<file path="config.mk">
export PLATFORM = sky130hd
export DESIGN_NAME = fir_coef_ctrl
export DESIGN_NICKNAME = d
export VERILOG_FILES = /design/src/rtl/dsp_pkg.sv /design/src/rtl/fir_coef_ctrl.sv
export SDC_FILE = /design/constraint.sdc
export NUM_CORES = 1
export LEC_CHECK = 0
export BUFFER_PORTS_ARGS = -buffer_cell sky130_fd_sc_hd__buf_2
export CAP_MARGIN = 40
export CORE_ASPECT_RATIO = 1.1
export CORE_MARGIN = 2
export CORE_UTILIZATION = 56
export DETAILED_ROUTE_END_ITERATION = 16
export PLACE_DENSITY = 0.8
export SLEW_MARGIN = 20
export SYNTH_ARGS = -nofsm -noshare
export SYNTH_HDL_FRONTEND = slang
export SYNTH_SLANG_ARGS = --single-unit
</file>
<file path="constraint.sdc">
create_clock -name clk -period 4.9 [get_ports clk]
set_clock_uncertainty 0.1 [all_clocks]
set_input_delay 0.245 -clock clk [delete_from_list [all_inputs] [get_ports clk]]
set_output_delay 0.245 -clock clk [all_outputs]
set_load 0.05 [all_outputs]
</file>
<file path="src/rtl/dsp_pkg.sv">
// rtl/dsp_pkg.sv - shared DSP types: coefficient type, coefficient controller states, default bank
package dsp_pkg;

    localparam int COEF_WIDTH    = 16;
    // Upper bound on taps for the default-bank helper; callers slice what they need.
    localparam int COEF_MAX_TAPS = 64;

    typedef logic signed [COEF_WIDTH-1:0] coef_t;

    typedef enum logic [1:0] {
        IDLE,
        LOAD,
        PEND,
        FLUSH
    } coef_state_e;

    // Q1.15 value closest to +1.0.
    localparam coef_t COEF_UNITY = 16'sh7FFF;

    // Pass-through bank: tap0 = unity, every other tap zero.
    function automatic logic [COEF_MAX_TAPS*COEF_WIDTH-1:0] coef_default_bank(input int taps);
        logic [COEF_MAX_TAPS*COEF_WIDTH-1:0] bank;
        bank = '0;
        if (taps > 0) begin
            bank[COEF_WIDTH-1:0] = COEF_UNITY;
        end
        return bank;
    endfunction

endpackage

</file>
<file path="src/rtl/fir_coef_ctrl.sv">
// rtl/fir_coef_ctrl.sv - run-time FIR coefficient loader with atomic commit and flush
//
// Ports:
//   clk, rst_n        clock, asynchronous active-low reset
//   cfg_valid/ready   coefficient word handshake; cfg_data tap 0 first, cfg_last ends a load
//   sample_valid      FIR input strobe; commit waits for a cycle where it is low
//   coef_flat         active bank, tap k at [k*COEF_W +: COEF_W]
//   coef_update       one-cycle pulse when coef_flat changes
//   fir_flush         high for TAPS cycles after a commit
//   cfg_err           one-cycle pulse when a load is rejected
//   busy              controller not idle
//   commit_count      saturating count of commits
module fir_coef_ctrl
    import dsp_pkg::*;
#(
    parameter int TAPS   = 4,
    parameter int COEF_W = 16
) (
    input  logic                     clk,
    input  logic                     rst_n,
    input  logic                     cfg_valid,
    input  logic signed [COEF_W-1:0] cfg_data,
    input  logic                     cfg_last,
    output logic                     cfg_ready,
    input  logic                     sample_valid,
    output logic [TAPS*COEF_W-1:0]   coef_flat,
    output logic                     coef_update,
    output logic                     fir_flush,
    output logic                     cfg_err,
    output logic                     busy,
    output logic [7:0]               commit_count
);

    localparam int IDX_W = (TAPS > 1) ? $clog2(TAPS) : 1;
    localparam int CNT_W = $clog2(TAPS + 1);

    localparam logic [COEF_MAX_TAPS*COEF_WIDTH-1:0] DEFAULT_FULL = coef_default_bank(TAPS);
    localparam logic [TAPS*COEF_W-1:0]              DEFAULT_BANK = DEFAULT_FULL[TAPS*COEF_W-1:0];
    localparam logic [IDX_W-1:0]                    LAST_IDX     = IDX_W'(TAPS - 1);
    localparam logic [CNT_W-1:0]                    FLUSH_LEN    = CNT_W'(TAPS);

    coef_state_e               state_q;
    logic [IDX_W-1:0]          idx_q;
    logic [CNT_W-1:0]          flush_cnt_q;
    logic [TAPS*COEF_W-1:0]    shadow_q;
    logic [TAPS*COEF_W-1:0]    coef_flat_q;
    logic                      coef_update_q;
    logic                      fir_flush_q;
    logic                      cfg_err_q;
    logic [7:0]                commit_count_q;
    logic                      accept;

    assign cfg_ready    = (state_q == IDLE) || (state_q == LOAD);
    assign busy         = (state_q != IDLE);
    assign accept       = cfg_valid && cfg_ready;

    assign coef_flat    = coef_flat_q;
    assign coef_update  = coef_update_q;
    assign fir_flush    = fir_flush_q;
    assign cfg_err      = cfg_err_q;
    assign commit_count = commit_count_q;

    always_ff @(posedge clk or negedge rst_n) begin
        if (!rst_n) begin
            state_q        <= IDLE;
            idx_q          <= '0;
            flush_cnt_q    <= '0;
            shadow_q       <= '0;
            coef_flat_q    <= DEFAULT_BANK;
            coef_update_q  <= 1'b0;
            fir_flush_q    <= 1'b0;
            cfg_err_q      <= 1'b0;
            commit_count_q <= '0;
        end else begin
            coef_update_q <= 1'b0;
            cfg_err_q     <= 1'b0;
            case (state_q)
                IDLE: begin
                    if (accept) begin
                        shadow_q[COEF_W-1:0] <= cfg_data;
                        if (cfg_last) begin
                            // A one-word load can never fill a bank of two or more taps.
                            cfg_err_q <= 1'b1;
                            idx_q     <= '0;
                        end else begin
                            idx_q   <= IDX_W'(1);
                            state_q <= LOAD;
                        end
                    end
                end
                LOAD: begin
                    if (accept) begin
                        shadow_q[int'(idx_q)*COEF_W +: COEF_W] <= cfg_data;
                        if (idx_q == LAST_IDX) begin
                            idx_q   <= '0;
                            if (cfg_last) begin
                                state_q <= PEND;
                            end else begin
                                cfg_err_q <= 1'b1;
                                state_q   <= IDLE;
                            end
                        end else if (cfg_last) begin
                            cfg_err_q <= 1'b1;
                            idx_q     <= '0;
                            state_q   <= IDLE;
                        end else begin
                            idx_q <= idx_q + 1'b1;
                        end
                    end
                end
                PEND: begin
                    // Swap only when no sample enters the FIR this cycle.
                    if (!sample_valid) begin
                        coef_flat_q   <= shadow_q;
                        coef_update_q <= 1'b1;
                        fir_flush_q   <= 1'b1;
                        flush_cnt_q   <= FLUSH_LEN;
                        if (commit_count_q != 8'hFF) begin
                            commit_count_q <= commit_count_q + 8'd1;
                        end
                        state_q <= FLUSH;
                    end
                end
                FLUSH: begin
                    // Counter holds the flush cycles still to be shown, including this one.
                    flush_cnt_q <= flush_cnt_q - 1'b1;
                    if (flush_cnt_q == CNT_W'(1)) begin
                        fir_flush_q <= 1'b0;
                        state_q     <= IDLE;
                    end
                end
                default: begin
                    state_q <= IDLE;
                end
            endcase
        end
    end

endmodule

</file>
==> summary.md <==
The run finished with clean final reports. The number of nets handed over by synthesis was 644. Traced cell by cell, the critical path runs through or3b_2 -> buf_4 -> inv_2 -> buf_4 -> nand2_1 -> nand2_1. Relative to the synthesized area, the layout overhead comes to 20.4%. The ratio of cells with drive above 1 in the final layout was 22.1%; the placed cell area was 0.00651 sq mm. Port buffering added 97 buffers.

Along the worst hold path, the cell count comes to 3. In the synthesized netlist, the number of instances is 613. In this run the mean area of a mapped cell was 9.64 sq um. The initial standard-cell utilization of the core came out at 57.1%. The number of cells upsized or downsized after cts came out at 0. OpenSTA, run right after detailed placement, puts the worst setup slack at 1.99 ns. Clock net sink count: 146. The startpoint identified for the worst hold timing path is cfg_data[7]. Yosys attributes the largest share of cell area to sky130_fd_sc_hd__dfrtp_1 55%, sky130_fd_sc_hd__nand2_1 19%, sky130_fd_sc_hd__dfstp_2 6.7%. Measured in cells, the most critical reg-to-reg path has a length of 6. The number of antenna diodes in the final layout is 0. The tool flagged a number of max-cap violations equal to 0. Across all register-to-register paths, the minimum setup slack is 1.93 ns. The number of violations reported at the end of detailed-routing iteration 0 came out at 365. Terminating pin of the worst hold path: shadow_q[55]$_DFFE_PN0P_.

The first detailed-routing pass took 4 iterations. The type of the worst setup path is reg -> reg. After routing the design area is 0.00712 sq mm. In the post-synthesis netlist, the cell with the most instances is sky130_fd_sc_hd__nand2_1.

Number of warnings printed during yosys synthesis: 0. The power density of the placed cells came out at 635 mW/mm^2. The worst path arrival time came out at 3.21 ns. In the synthesized netlist the dominant register cell turns out to be sky130_fd_sc_hd__dfrtp_1. TritonCTS created 17 clock buffers. sky130_fd_sc_hd__dfrtp_1 takes more of the synthesized area than any other cell. The number of antenna violations at the first check in global routing is 0. Fill cells in the final layout number 792. The cell sitting at the root of the clock tree is a sky130_fd_sc_hd__clkbuf_16. The final net count was 736; the via density per instance was 5.37.

Global routing consumed, over all layers together, 25.2% of the routing resources. For the wire length of the first global-routing pass, the log shows 22200 um. Detailed placement ended at an HPWL of 9030 um.

The largest single stage delay on the critical path is 0.84 ns. The logs give 46.6% for the worst slew margin relative to its limit and 0.0114 sq mm for the total die area. Timing would allow up to 0.337 GHz. The worst setup path is captured at a flip-flop.

The worst register-to-register path ends at coef_flat[60]$_DFFE_PN0P_. Setup repair after global routing left no endpoint under its margin. The run gives 4610 as the total number of vias.

The logs give 5.14 ns for the required arrival time at the worst endpoint and 0.00591 sq mm for the total standard cell area after synthesis. In this run the static leakage power is 3.75 nW. For the pin with the worst max-slew slack, the measured transition is 0.802 ns. For the worst-skew pair, the clock arrives at the later sink with an insertion delay of 0.40 ns. In this run the critical register-to-register path is launched from state_q[0]$_DFFE_PN0P_. The clock passes through at most 2 buffers.

In this run the biggest area consumer among cell types represents 55.5% of the synthesized area. The floorplan has 39 rows. Once placement completed, the tool counted placed cells totaling 827. The tools report the area of the core as 0.0103 sq mm. For the aggregate global routing overflow, the log shows 0. Of all flip-flops after synthesis, the portion carrying an async set or reset was 100%. The count of flip-flops with a built-in enable after synthesis works out to 0. The number of global-route vias before repair is 4523, and the part of the Yosys area used for sequential elements is 62.1%. The largest net degree at the start of global routing was 66. For this block, the routed nets add up to 13600 um of wire.

After layout, the design draws a total of 4.52 mW. The kind of path behind the tightest hold check is in -> reg. The maximum ir drop on the vdd rail came out at 0.000323 V. By count the netlist is led by 294 x sky130_fd_sc_hd__nand2_1, 131 x sky130_fd_sc_hd__dfrtp_1, 27 x sky130_fd_sc_hd__o21ai_1. In this run the count of I/O pins placed on the die edge is 98. The mean routed wirelength per cell came out at 15.8 um. The die is 112 um tall. For the post-detailed-route DRC marker count, the log shows 0.

The tools report the number of max-slew violations in the final report as 0. The hold violation count in the final report was 0. TritonCTS built the clock tree.

The worst setup path is launched from a flip-flop. The count of final setup violators was 0; the share of the clock period used by the worst path was 60.6%. After clock tree synthesis, the clock-pin slew on the worst setup and hold paths is 0.06 ns. The congestion estimate from routability-driven global placement came to 0.853.

The finished layout holds 859 standard cells, fillers aside. The post-route worst setup slack is 1.93 ns, and the level count of the clock H-tree is 4. Across all hold checks on the routed design, the worst slack comes to 0.0365 ns. Once layout is complete, the utilization of the core stands at 68.8%. In this run the worst path has a maximum fanout of 65. Counting I/O delays and the setup requirement, the final critical path takes 2.97 ns.

Setup total negative slack on the finished layout was measured at 0 ns. The run gives 42 as the number of different library cells in the post-synthesis netlist. The synthesized design contains 146 register bits. Die width: 102 um. The run gives 0 as the final antenna-violating net count.

For this design, the slowest cell found on the critical path is sky130_fd_sc_hd__or3b_2.
==> routing by layer <==
metal,global-route usage [%],share of wire (%),routed length [um]
met1,33.7,41,5550
met2,38.8,50,6730
met3,7.53,6.4,862
met4,10.2,3.0,405
met5,0,0,0
==> repair_timing <==
item / CTS / global route
buffers inserted: 0 / 0
endpoints found under the hold margin: 43 / 0
hold buffers: 1 / 0
==> flip-flops by register name (all words and copies together) (netlist names), named ones only <==
name / flops
fir_flush: 1
cfg_err: 1
coef_update: 1
shadow_q: 64
state_q: 1
coef_flat: 64
flush_cnt_q: 3
commit_count: 8
idx_q: 2
==> cells by family after synthesis <==
group | after synthesis | share of synthesized area [%]
compound gates | 83 | 8.74
simple gates | 322 | 22.2
xor+xnor | 3 | 0.445
flops | 146 | 62.1
buf+inv | 43 | 3.28
fa+ha+maj | 10 | 2.12
mux | 6 | 1.08
==> power breakdown <==
part,switching (mW),internal [mW]
combinational,1.07,0.394
sequential,0.237,1.53
clock,0.469,0.820
total,1.77,2.75
==> worst max-delay path: cells and delay by family, from the launching register on <==
kind	cells	cell delay [ns]
buf+inv	3	1.09
simple gates	3	1.08
flops	1	0.57
==> cells in the final DEF (no fill, tap or decap), types with 2 or more instances in the layout <==
master / instances
sky130_fd_sc_hd__xor2_1: 2
sky130_fd_sc_hd__clkbuf_8: 2
sky130_fd_sc_hd__bufinv_16: 3
sky130_fd_sc_hd__nand2_1: 294
sky130_fd_sc_hd__clkinv_4: 2
sky130_fd_sc_hd__o21ai_1: 27
sky130_fd_sc_hd__ha_1: 10
sky130_fd_sc_hd__a22o_1: 17
sky130_fd_sc_hd__mux2_1: 3
sky130_fd_sc_hd__nand3_1: 3
sky130_fd_sc_hd__buf_2: 96
sky130_fd_sc_hd__dfrtp_1: 131
sky130_fd_sc_hd__nand4_1: 4
sky130_fd_sc_hd__mux2i_1: 3
sky130_fd_sc_hd__buf_4: 6
sky130_fd_sc_hd__nor4_2: 2
sky130_fd_sc_hd__o21ai_0: 23
sky130_fd_sc_hd__nor2_1: 4
sky130_fd_sc_hd__clkinv_2: 4
sky130_fd_sc_hd__a21oi_1: 4
sky130_fd_sc_hd__nand2b_1: 2
sky130_fd_sc_hd__a21o_1: 3
sky130_fd_sc_hd__inv_1: 8
sky130_fd_sc_hd__nand4b_1: 3
sky130_fd_sc_hd__buf_6: 3
sky130_fd_sc_hd__dfstp_2: 15
sky130_fd_sc_hd__nor3b_2: 2
sky130_fd_sc_hd__clkbuf_16: 17
==> how the worst max path moves through the flow <==
| stage | start | endpoint |
|---|---|---|
| 2_1_floorplan | commit_count[0]$_DFFE_PN0P_ | commit_count[1]$_DFFE_PN0P_ |
| 3_3_place_gp | state_q[0]$_DFFE_PN0P_ | coef_flat[7]$_DFFE_PN1P_ |
| 3_5_place_dp | state_q[0]$_DFFE_PN0P_ | coef_flat[3]$_DFFE_PN1P_ |
| 4_1_cts | state_q[0]$_DFFE_PN0P_ | coef_flat[33]$_DFFE_PN0P_ |
| 5_1_grt | state_q[0]$_DFFE_PN0P_ | coef_flat[60]$_DFFE_PN0P_ |
| 6_report | state_q[0]$_DFFE_PN0P_ | coef_flat[60]$_DFFE_PN0P_ |
==> layout make-up <==
type                            count  area, sq um  area share, %
Clock inverter                     10          135           1.90
Clock buffer                       20          457           6.42
Sequential cell                   146         3670           51.6
Tap cell                          143          179           2.51
Timing Repair Buffer              107          597           8.38
Multi-Input combinational cell    424         2040           28.7
Inverter                            9         33.8          0.475
(Power assumes the default switching activity.)
